==> config.mk <==
export PLATFORM = sky130hd
export DESIGN_NAME = sysctrl_reg_arbiter_flat
export DESIGN_NICKNAME = d
export VERILOG_FILES = /design/src/rtl/sysctrl_reg_arbiter_if.sv /design/src/rtl/sysctrl_reg_arbiter.sv /design/src/flat_wrapper.sv
export SDC_FILE = /design/constraint.sdc
export NUM_CORES = 1
export LEC_CHECK = 0
export CAP_MARGIN = 20
export CORE_AREA = 2 2 111 113
export DETAILED_ROUTE_END_ITERATION = 8
export DIE_AREA = 0 0 113 115
export PLACE_DENSITY = 0.74
export SLEW_MARGIN = 10
export SYNTH_ARGS = -nofsm -noshare
export SYNTH_HDL_FRONTEND = slang
export SYNTH_SLANG_ARGS = --single-unit
==> constraint.sdc <==
create_clock -name wb_clk_i -period 2.3 [get_ports wb_clk_i]
set_input_delay 0.345 -clock wb_clk_i [delete_from_list [all_inputs] [get_ports wb_clk_i]]
set_output_delay 0.345 -clock wb_clk_i [all_outputs]
set_load 0.03 [all_outputs]
==> src/rtl/sysctrl_reg_arbiter_if.sv <==
// Bus bundle for the sysctrl register arbiter: Wishbone slave, housekeeping SPI
// access port and the shared byte-wide register port.
interface sysctrl_reg_arbiter_if #(parameter int ADDR_W = 8);
  logic              wb_cyc_i;
  logic              wb_stb_i;
  logic              wb_we_i;
  logic [3:0]        wb_sel_i;
  logic [ADDR_W-1:0] wb_adr_i;
  logic [31:0]       wb_dat_i;
  logic [31:0]       wb_dat_o;
  logic              wb_ack_o;

  logic              spi_req;
  logic              spi_we;
  logic [ADDR_W-1:0] spi_addr;
  logic [7:0]        spi_wdata;
  logic [7:0]        spi_rdata;
  logic              spi_ack;

  logic              reg_en;
  logic              reg_we;
  logic [ADDR_W-1:0] reg_addr;
  logic [7:0]        reg_wdata;
  logic [7:0]        reg_rdata;

  logic [1:0]        owner;

  modport slave (
    input  wb_cyc_i, wb_stb_i, wb_we_i, wb_sel_i, wb_adr_i, wb_dat_i,
    output wb_dat_o, wb_ack_o,
    input  spi_req, spi_we, spi_addr, spi_wdata,
    output spi_rdata, spi_ack,
    output reg_en, reg_we, reg_addr, reg_wdata,
    input  reg_rdata,
    output owner
  );

  modport master (
    output wb_cyc_i, wb_stb_i, wb_we_i, wb_sel_i, wb_adr_i, wb_dat_i,
    input  wb_dat_o, wb_ack_o,
    output spi_req, spi_we, spi_addr, spi_wdata,
    input  spi_rdata, spi_ack,
    input  reg_en, reg_we, reg_addr, reg_wdata,
    output reg_rdata,
    input  owner
  );
endinterface

==> src/rtl/sysctrl_reg_arbiter.sv <==
// Shares the byte-wide sysctrl register port between the Wishbone CPU (word
// accesses split into four byte beats) and the housekeeping SPI (single bytes).
module sysctrl_reg_arbiter #(
  parameter int ADDR_W = 8
) (
  input  logic wb_clk_i,
  input  logic wb_rst_i,
  sysctrl_reg_arbiter_if.slave bus
);
  localparam int LANES = 4;

  typedef enum logic [2:0] {IDLE, WB_ACC, WB_ACK, SPI_ACC, SPI_ACK} state_t;

  state_t                 state, nxt_state;
  logic [1:0]             k, nxt_k;
  logic                   last_spi;
  logic                   wb_req, grant_wb, grant_spi;

  logic                   q_we;
  logic [3:0]             q_sel;
  logic [ADDR_W-3:0]      q_adr;
  logic [LANES-1:0][7:0]  q_dat;

  logic                   src_we;
  logic [3:0]             src_sel;
  logic [ADDR_W-3:0]      src_adr;
  logic [LANES-1:0][7:0]  src_dat;

  logic                   nxt_en, nxt_we;
  logic [ADDR_W-1:0]      nxt_addr;
  logic [7:0]             nxt_wdata;

  // one-stage read tracker: the beat issued this cycle returns data next cycle
  logic                   rd_vld, rd_spi;
  logic [1:0]             rd_lane;
  logic [LANES-1:0][7:0]  wb_dat_q;
  logic [7:0]             spi_rdata_q;

  assign wb_req    = bus.wb_cyc_i & bus.wb_stb_i;
  assign grant_wb  = wb_req & (~bus.spi_req | last_spi);
  assign grant_spi = bus.spi_req & ~grant_wb;

  always_ff @(posedge wb_clk_i) begin
    if (wb_rst_i) begin
      state    <= IDLE;
      k        <= '0;
      last_spi <= 1'b1;
      q_we     <= 1'b0;
      q_sel    <= '0;
      q_adr    <= '0;
      q_dat    <= '0;
    end else begin
      state <= nxt_state;
      k     <= nxt_k;
      if (state == IDLE && grant_wb) begin
        last_spi <= 1'b0;
        q_we     <= bus.wb_we_i;
        q_sel    <= bus.wb_sel_i;
        q_adr    <= bus.wb_adr_i[ADDR_W-1:2];
        q_dat    <= bus.wb_dat_i;
      end else if (state == IDLE && grant_spi) begin
        last_spi <= 1'b1;
      end
    end
  end

  always_comb begin
    nxt_state = state;
    case (state)
      IDLE:    if (grant_wb) nxt_state = WB_ACC;
               else if (grant_spi) nxt_state = SPI_ACC;
      WB_ACC:  if (!bus.wb_cyc_i) nxt_state = IDLE;
               else if (k == 2'd3) nxt_state = WB_ACK;
      WB_ACK:  nxt_state = IDLE;
      SPI_ACC: nxt_state = SPI_ACK;
      SPI_ACK: nxt_state = IDLE;
      default: nxt_state = IDLE;
    endcase
    nxt_k = (state == WB_ACC && nxt_state == WB_ACC) ? k + 2'd1 : 2'd0;
  end

  // Register-port outputs are flopped, so the beat is formed from the next
  // state; on the granting edge the request fields come straight from the bus.
  always_comb begin
    src_we  = (state == IDLE) ? bus.wb_we_i              : q_we;
    src_sel = (state == IDLE) ? bus.wb_sel_i             : q_sel;
    src_adr = (state == IDLE) ? bus.wb_adr_i[ADDR_W-1:2] : q_adr;
    src_dat = (state == IDLE) ? bus.wb_dat_i             : q_dat;

    nxt_en    = 1'b0;
    nxt_we    = 1'b0;
    nxt_addr  = '0;
    nxt_wdata = '0;
    if (nxt_state == WB_ACC) begin
      nxt_en    = src_we ? src_sel[nxt_k] : 1'b1;
      nxt_we    = src_we;
      nxt_addr  = {src_adr, nxt_k};
      nxt_wdata = src_we ? src_dat[nxt_k] : 8'h00;
    end else if (nxt_state == SPI_ACC) begin
      nxt_en    = 1'b1;
      nxt_we    = bus.spi_we;
      nxt_addr  = bus.spi_addr;
      nxt_wdata = bus.spi_wdata;
    end

    bus.wb_ack_o = (state == WB_ACK);
    bus.spi_ack  = (state == SPI_ACK);
    case (state)
      WB_ACC, WB_ACK:   bus.owner = 2'b01;
      SPI_ACC, SPI_ACK: bus.owner = 2'b10;
      default:          bus.owner = 2'b00;
    endcase
  end

  always_ff @(posedge wb_clk_i) begin
    if (wb_rst_i) begin
      bus.reg_en    <= 1'b0;
      bus.reg_we    <= 1'b0;
      bus.reg_addr  <= '0;
      bus.reg_wdata <= '0;
      rd_vld        <= 1'b0;
      rd_spi        <= 1'b0;
      rd_lane       <= '0;
    end else begin
      bus.reg_en    <= nxt_en;
      bus.reg_we    <= nxt_we;
      bus.reg_addr  <= nxt_addr;
      bus.reg_wdata <= nxt_wdata;
      rd_vld        <= bus.reg_en & ~bus.reg_we;
      rd_spi        <= (state == SPI_ACC);
      rd_lane       <= bus.reg_addr[1:0];
    end
  end

  always_ff @(posedge wb_clk_i) begin
    if (wb_rst_i) begin
      wb_dat_q    <= '0;
      spi_rdata_q <= '0;
    end else if (rd_vld) begin
      if (rd_spi && state == SPI_ACK)
        spi_rdata_q <= bus.reg_rdata;
      else if (!rd_spi && (state == WB_ACC || state == WB_ACK))
        wb_dat_q[rd_lane] <= bus.reg_rdata;
    end
  end

  // The final beat's data arrives during the ack cycle; forward it so the
  // word is complete while the ack is high.
  for (genvar j = 0; j < LANES; j++) begin : g_lane
    assign bus.wb_dat_o[8*j +: 8] =
      (state == WB_ACK && rd_vld && !rd_spi && rd_lane == 2'(j)) ? bus.reg_rdata : wb_dat_q[j];
  end

  assign bus.spi_rdata = (state == SPI_ACK && rd_vld) ? bus.reg_rdata : spi_rdata_q;

endmodule

==> src/flat_wrapper.sv <==
// flat-port wrapper written by rule: the top's interface ports become plain ports
module sysctrl_reg_arbiter_flat 
#(
  parameter int ADDR_W = 8
)
  (wb_clk_i, wb_rst_i, bus_wb_cyc_i, bus_wb_stb_i, bus_wb_we_i, bus_wb_sel_i, bus_wb_adr_i, bus_wb_dat_i, bus_wb_dat_o, bus_wb_ack_o, bus_spi_req, bus_spi_we, bus_spi_addr, bus_spi_wdata, bus_spi_rdata, bus_spi_ack, bus_reg_en, bus_reg_we, bus_reg_addr, bus_reg_wdata, bus_reg_rdata, bus_owner);
  sysctrl_reg_arbiter_if #(.ADDR_W(ADDR_W)) bus_i ();
  input  logic wb_clk_i;
  input  logic wb_rst_i;
  input wire logic [$bits(bus_i.wb_cyc_i)-1:0] bus_wb_cyc_i;
  input wire logic [$bits(bus_i.wb_stb_i)-1:0] bus_wb_stb_i;
  input wire logic [$bits(bus_i.wb_we_i)-1:0] bus_wb_we_i;
  input wire logic [$bits(bus_i.wb_sel_i)-1:0] bus_wb_sel_i;
  input wire logic [$bits(bus_i.wb_adr_i)-1:0] bus_wb_adr_i;
  input wire logic [$bits(bus_i.wb_dat_i)-1:0] bus_wb_dat_i;
  output wire logic [$bits(bus_i.wb_dat_o)-1:0] bus_wb_dat_o;
  output wire logic [$bits(bus_i.wb_ack_o)-1:0] bus_wb_ack_o;
  input wire logic [$bits(bus_i.spi_req)-1:0] bus_spi_req;
  input wire logic [$bits(bus_i.spi_we)-1:0] bus_spi_we;
  input wire logic [$bits(bus_i.spi_addr)-1:0] bus_spi_addr;
  input wire logic [$bits(bus_i.spi_wdata)-1:0] bus_spi_wdata;
  output wire logic [$bits(bus_i.spi_rdata)-1:0] bus_spi_rdata;
  output wire logic [$bits(bus_i.spi_ack)-1:0] bus_spi_ack;
  output wire logic [$bits(bus_i.reg_en)-1:0] bus_reg_en;
  output wire logic [$bits(bus_i.reg_we)-1:0] bus_reg_we;
  output wire logic [$bits(bus_i.reg_addr)-1:0] bus_reg_addr;
  output wire logic [$bits(bus_i.reg_wdata)-1:0] bus_reg_wdata;
  input wire logic [$bits(bus_i.reg_rdata)-1:0] bus_reg_rdata;
  output wire logic [$bits(bus_i.owner)-1:0] bus_owner;
  assign bus_i.wb_cyc_i = bus_wb_cyc_i;
  assign bus_i.wb_stb_i = bus_wb_stb_i;
  assign bus_i.wb_we_i = bus_wb_we_i;
  assign bus_i.wb_sel_i = bus_wb_sel_i;
  assign bus_i.wb_adr_i = bus_wb_adr_i;
  assign bus_i.wb_dat_i = bus_wb_dat_i;
  assign bus_wb_dat_o = bus_i.wb_dat_o;
  assign bus_wb_ack_o = bus_i.wb_ack_o;
  assign bus_i.spi_req = bus_spi_req;
  assign bus_i.spi_we = bus_spi_we;
  assign bus_i.spi_addr = bus_spi_addr;
  assign bus_i.spi_wdata = bus_spi_wdata;
  assign bus_spi_rdata = bus_i.spi_rdata;
  assign bus_spi_ack = bus_i.spi_ack;
  assign bus_reg_en = bus_i.reg_en;
  assign bus_reg_we = bus_i.reg_we;
  assign bus_reg_addr = bus_i.reg_addr;
  assign bus_reg_wdata = bus_i.reg_wdata;
  assign bus_i.reg_rdata = bus_reg_rdata;
  assign bus_owner = bus_i.owner;
  sysctrl_reg_arbiter #(.ADDR_W(ADDR_W)) u_core (.wb_clk_i(wb_clk_i), .wb_rst_i(wb_rst_i), .bus(bus_i));
endmodule
==> results of run 1 <==
==> cell families after synthesis <==
group                      after synthesis  synth area share [%]
muxes                                   74                  15.5
AOI/OAI and AO/OA                      108                  14.2
and+or+nand+nor                        246                  22.2
DFF                                    111                  43.4
adders and majority gates                1                 0.244
buffers and inverters                   50                  4.30
xor gates and xnor gates                 1                 0.171
==> repair_timing <==
item,4_1_cts,5_1_grt
setup endpoints to repair,42,42
pin swaps,2,1
gates resized for setup,48,12
==> sequential cells by signal, indices dropped and copies added, names as in the netlist, 2 cells and up <==
register / cells
u_core.spi_rdata_q: 8
u_core.state: 3
u_core.rd_lane: 2
u_core.q_dat: 32
u_core.bus.reg_wdata: 8
u_core.bus.reg_addr: 8
u_core.q_adr: 6
u_core.wb_dat_q: 32
u_core.q_sel: 4
u_core.k: 2
==> per-stage QoR <==
stage | total power [W] | setup TNS, ns | instance area [µm²] | hold WS (ns)
4_1_cts | 0.00435 | -3.76 | 7140 | 0.240
2_1_floorplan | 0.00245 | 0 | 5120 | 0.431
5_1_grt | 0.00450 | -5.83 | 7170 | 0.265
3_3_place_gp | 0.00280 | -0.514 | 6730 | 0.410
3_5_place_dp | 0.00281 | -0.743 | 6730 | 0.434
6_report | 0.00433 | -4.16 | 7170 | 0.249
==> report_power, final <==
group / switching [W] / leakage [nW] / internal (W)
registers: 0.0000316 / 0.902 / 0.00199
logic: 0.000400 / 2.00 / 0.000363
clock network: 0.000700 / 0.135 / 0.000841
total: 0.00113 / 3.04 / 0.00320
==> layout by cell type (no fill, tap or decap), types with 2 or more instances in the layout <==
| cell | count |
|---|---|
| nor3_2 | 2 |
| o41ai_2 | 7 |
| nand2_8 | 2 |
| a21o_1 | 3 |
| nor2b_1 | 8 |
| nor3b_2 | 2 |
| nand2_1 | 116 |
| a2111oi_0 | 5 |
| dfxtp_2 | 2 |
| a211oi_1 | 14 |
| mux2_4 | 14 |
| and3_1 | 13 |
| mux2_2 | 28 |
| a2111oi_1 | 2 |
| mux2i_1 | 32 |
| clkbuf_16 | 9 |
| nand3_1 | 18 |
| buf_6 | 14 |
| dfxtp_1 | 109 |
| or3_1 | 3 |
| a2bb2oi_1 | 6 |
| clkinvlp_4 | 2 |
| o21ai_0 | 2 |
| buf_12 | 4 |
| dlygate4sd2_1 | 10 |
| a21oi_1 | 63 |
| and2_1 | 24 |
| nor2_1 | 45 |
| buf_2 | 2 |
| clkdlybuf4s50_1 | 91 |
| buf_4 | 55 |
==> final timing paths <==
| kind | startpoint | to |
|---|---|---|
| setup / recovery | u_core.state[2]$_SDFF_PP0_ | bus_wb_dat_o[20] |
| hold / removal | wb_rst_i | u_core.bus.reg_we$_SDFF_PP0_ |
| hold reg to reg | u_core.bus.reg_we$_SDFF_PP0_ | u_core.rd_vld$_SDFF_PP0_ |
| setup reg to reg | u_core.state[0]$_SDFF_PP0_ | u_core.bus.reg_wdata[4]$_SDFF_PP0_ |
==> cell type report <==
| cell class | instances | share of cell area [%] |
|---|---|---|
| clock buffers | 10 | 3.19 |
| clock inverters | 5 | 0.820 |
| inverters | 1 | 0.0523 |
| multi-input cells | 430 | 39.0 |
| flip-flops and latches | 111 | 31.0 |
| well taps | 147 | 2.56 |
| repair buffers | 177 | 23.3 |
==> routing by layer <==
metal	routed length (µm)	share of wire [%]
met5	7	0.049
met4	293	2.1
met3	880	6.2
met2	6940	49
met1	6120	43
==> worst reg2reg max path: cells and delay by family, from the launching register on <==
family          cells  cell delay, ns
compound gates      2            0.45
simple gates        3            0.93
flops               1            0.33
buf+inv             2            0.35
==> impl_metrics.csv, run 1 <==
group,metric,value,unit
outcome,status,"finished with violations",
outcome,violations,"DRC, setup timing",
critical_path,crit_family,"simple AND/OR/NAND/NOR gates",
floorplanning,placementRows,40,
logic_synthesis,synth_edf_count,0,
worst_hold_path,hp-class,"input pin to flip-flop",
drt,drtIter0Drc,288,
clock_tree,cts_max_path_buffers,2,
floorplanning,dieHeight,115,µm
drt,vias_per_cell,5.35,
logic_synthesis,synth_cell_types,41,
timing,fin_crit_sh,107,%
job,cap_violations,0,
critical_path,criticalPathCategory,"flip-flop to primary output",
critical_path,r2r_cells,7,
final_layout,multi_input_area,2800,µm²
logic_synthesis,synth-seq-cells,111,
logic_synthesis,synthTopCellsByArea,"dfxtp_1, mux2_2, nand2_1",
logic_synthesis,async_flop_share,0,%
drt,wire_per_inst,16.2,µm
logic_synthesis,yosysMostFrequentCell,"nand2_1",
critical_path,crit_path_start_kind,"flip-flop",
placed_design,dpl.cell_count,866,
placed_design,hpwl,10000,µm
placed_design,io_buffers,134,
clock_tree,htreeDepth,3,
timing,final-setup-viol-count,32,
critical_path,crit_top_cell,"buf_4",
logic_synthesis,syn_nets,667,
placed_design,gp_congestion,0.829,
clock_tree,cts_tree,"yes",
drt,wl,14200,µm
logic_synthesis,syn_area,5120,µm²
logic_synthesis,ys_warn_count,0,
timing,fmax,407,MHz
floorplanning,dieWidth,113,µm
power,pwr_density_cell,604,nW/µm²
worst_hold_path,worstHoldPathCells,2,
logic_synthesis,syn_area_per_cell,8.66,µm²
grt,antenna_found_initial,2,
timing,finalCriticalPeriod,2.46,ns
floorplanning,num_io_pins,137,
timing,finalHoldViolCount,0,
final_layout,area_growth_syn_to_layout,40.1,%
timing,setup_slack,-0.159,ns
logic_synthesis,synth_flop_cell,"dfxtp_1",
grt,grt_pass1_vias,4672,
clock_tree,clk_pin_slew_worst_paths,0.07,ns
grt,grt_pass1_wl,22800,µm
critical_path,cp.required,1.96,ns
critical_path,end_kind,"primary output",
critical_path,r2r_slack,0.15,ns
clock_tree,numCtsBuffers,9,
power,p_leak,3.04,nW
floorplanning,coreArea,11800,µm²
grt,grt_busiest_layer,"met2",
final_layout,nFillCells,998,
final_layout,final_core_util,60.7,%
drt,drc_errors,12,
clock_tree,hold_buffers,0,
logic_synthesis,synth_cells,591,
clock_tree,cts-root-buf,"clkbuf_16",
critical_path,crit_path_cell_trace,"or3b_4 > nor3b_2 > buf_4 > nand2_4 > mux2_2 > buf_4",
grt,grt_usage,22.0,%
critical_path,slowest_delay,0.40,ns
final_layout,antenna_cells,0,
timing,slew_headroom,43.0,%
floorplanning,dieArea,13000,µm²
grt,grt_max_degree,65,
timing,slew_violations,0,
drt,postRouteAntennaNets,0,
power,max-vdd-ir-drop,0.316,mV
clock_tree,cts.sinks,111,
final_layout,regArea,2220,µm²
critical_path,cp_max_fo,8,
placed_design,dpl_worst_slack,-0.238,ns
drt,drt_pre_antenna_iters,7,
drt,vias,4716,
final_layout,drive_gt1_share,21.1,%
critical_path,crit_cells,6,
logic_synthesis,yosysTopAreaCellShare,43.4,%
critical_path,cpMaxStageDelayCell,"or3b_4",
clock_tree,clock_latency,0.35,ns
logic_synthesis,synth_commonest_cells,"nand2_1, dfxtp_1, a21oi_1",
grt,grt_util_met1,26.4,%
logic_synthesis,yosysTopAreaCell,"dfxtp_1",
timing,skew,0.00451,ns
final_layout,layoutNonFillerInstCount,881,
grt,use_met2,38.9,%
floorplanning,start_util,43.3,%
clock_tree,cts_setup_buffers,0,
critical_path,path_buf_inv,2,
timing,worst_pin_slew,0.852,ns
grt,grt_overflow,0,
critical_path,crit_arrival,2.11,ns
timing,rsz0062_at_grt,"yes",
logic_synthesis,synth-seq-area-share,43.4,%
grt,grt_use_met3,5.06,%
final_layout,finalNetCount,806,
(Power assumes the default switching activity.)
==> inputs of run 2 (changes only) <==
Settings changed: MAX_ROUTING_LAYER set to met4.
==> run 2 against run 1 <==
Against the previous run:
- the flow still finishes with violations (DRC, setup timing)
- non-clock buffer count stayed put
- via count is 0.74% lower
- design area hardly changed
- largest cell class unchanged
- highest routed layer is now met4
==> impl_metrics.csv, run 2 (synthesized netlist as in run 1, its figures left out) <==
group,metric,value,unit
timing,slew_violations,0,
grt,grt_max_degree,65,
critical_path,cpMaxStageDelayCell,"or3b_4",
critical_path,crit_path_start_kind,"flip-flop",
final_layout,area_growth_syn_to_layout,40.2,%
drt,drt_pre_antenna_iters,7,
critical_path,crit_family,"simple AND/OR/NAND/NOR gates",
timing,fin_crit_sh,107,%
critical_path,criticalPathCategory,"flip-flop to primary output",
floorplanning,dieWidth,113,µm
final_layout,layout_common_cells,"nand2_1, dfxtp_1, clkdlybuf4s50_1",
grt,grt_pass1_vias,4654,
drt,drc_errors,12,
floorplanning,dieHeight,115,µm
final_layout,drive_gt1_share,21.1,%
timing,skew,0.00494,ns
critical_path,slowest_delay,0.40,ns
drt,vias_per_cell,5.30,
final_layout,final_core_util,60.8,%
worst_hold_path,hp-class,"input pin to flip-flop",
floorplanning,dieArea,13000,µm²
floorplanning,start_util,43.3,%
critical_path,crit_top_cell,"buf_4",
power,max-vdd-ir-drop,0.317,mV
clock_tree,cts_max_path_buffers,2,
critical_path,cp_max_fo,8,
final_layout,final_common_cell,"nand2_1",
placed_design,io_buffers,134,
final_layout,finalNetCount,806,
timing,rsz0062_at_grt,"yes",
critical_path,crit_arrival,2.11,ns
timing,whs,0.253,ns
grt,grt_overflow,0,
final_layout,regArea,2220,µm²
placed_design,gp_congestion,0.842,
job,cap_violations,0,
timing,finalHoldViolCount,0,
grt,grt_pass1_wl,22800,µm
critical_path,end_kind,"primary output",
grt,grt_busiest_layer,"met2",
final_layout,top_regs,"u_core.q_dat: 32 flops, u_core.wb_dat_q: 32 flops",
clock_tree,cts_setup_buffers,0,
drt,wl,14100,µm
grt,grt_usage,22.6,%
grt,grt_util_met1,26.6,%
timing,worst_pin_slew,0.845,ns
power,finalPower,0.00432,W
drt,wire_per_inst,16.0,µm
clock_tree,hold_buffers,0,
timing,finalCriticalPeriod,2.45,ns
outcome,status,"finished with violations",
critical_path,crit_path_cell_trace,"or3b_4 > nor3b_2 > buf_4 > nand2_4 > mux2_2 > buf_4",
clock_tree,cts.sinks,111,
clock_tree,cts-root-buf,"clkbuf_16",
final_layout,nFillCells,997,
drt,vias,4681,
clock_tree,clock_latency,0.34,ns
final_layout,multi_input_area,2800,µm²
floorplanning,placementRows,40,
timing,slew_headroom,43.5,%
timing,final-setup-viol-count,32,
power,pwr_density_cell,601,nW/µm²
power,p_leak,3.04,nW
clock_tree,numCtsBuffers,9,
timing,fmax,408,MHz
placed_design,hpwl,10000,µm
drt,drtIter0Drc,298,
grt,use_met2,38.8,%
floorplanning,num_io_pins,137,
clock_tree,htreeDepth,3,
timing,setup_slack,-0.152,ns
clock_tree,cts_tree,"yes",
floorplanning,coreArea,11800,µm²
critical_path,cp.required,1.96,ns
critical_path,path_buf_inv,2,
grt,antenna_found_initial,2,
outcome,violations,"DRC, setup timing",
clock_tree,clk_pin_slew_worst_paths,0.07,ns
drt,postRouteAntennaNets,0,
grt,grt_use_met3,4.96,%
-- run 2: changes by cell type in the layout (fill, tap and decap cells not counted), sizes merged --
cell,delta
diode,+2
-- run 2: where the power goes --
part	switching [W]	internal (W)
combinational	0.000398	0.000363
clock	0.000690	0.000841
sequential	0.0000316	0.00199
-- run 2: final timing paths --
| kind | from | depth (start not counted) | slack (ns) | to |
|---|---|---|---|---|
| max | u_core.state[2]$_SDFF_PP0_ | 6 | -0.15 | bus_wb_dat_o[20] |
| min | wb_rst_i | 2 | 0.25 | u_core.bus.reg_we$_SDFF_PP0_ |
| max reg2reg | u_core.state[0]$_SDFF_PP0_ | 7 | 0.16 | u_core.bus.reg_wdata[4]$_SDFF_PP0_ |
| min reg2reg | u_core.bus.reg_we$_SDFF_PP0_ | 1 | 0.43 | u_core.rd_vld$_SDFF_PP0_ |
-- run 2: repair_timing --
item                                    CTS  global route
pin swaps                                 2             1
resized for setup                        48            12
endpoints found under the setup margin   42            42
hold endpoints to repair                  0             0
-- run 2: layout make-up --
cell class	count	share of cell area (%)
timing repair buffer	177	23.3
tap	147	2.56
clock inverter	5	0.820
sequential	111	31.0
multi-input combinational	430	39.0
inverter	1	0.0523
clock buffer	10	3.19
antenna	2	0.0697
-- run 2: stage by stage --
stage | instance area (µm²) | TNS (ns) | worst slack (ns) | instances
detailed placement | 6730 | -0.743 | -0.238 | 866
finish | 7180 | -3.98 | -0.152 | 883
floorplan | 5120 | 0 | 0.0111 | 591
global placement | 6730 | -0.514 | -0.195 | 866
CTS | 7140 | -3.76 | -0.157 | 881
global route | 7180 | -5.85 | -0.206 | 883
-- run 2: routing by layer --
| layer | vias to the layer above | share of wire [%] |
|---|---|---|
| met3 | 10 | 6.2 |
| met1 | 2209 | 42 |
| li1 | 2308 | - |
| met2 | 154 | 50 |
| met4 | 0 | 1.2 |
| met5 | - | 0 |
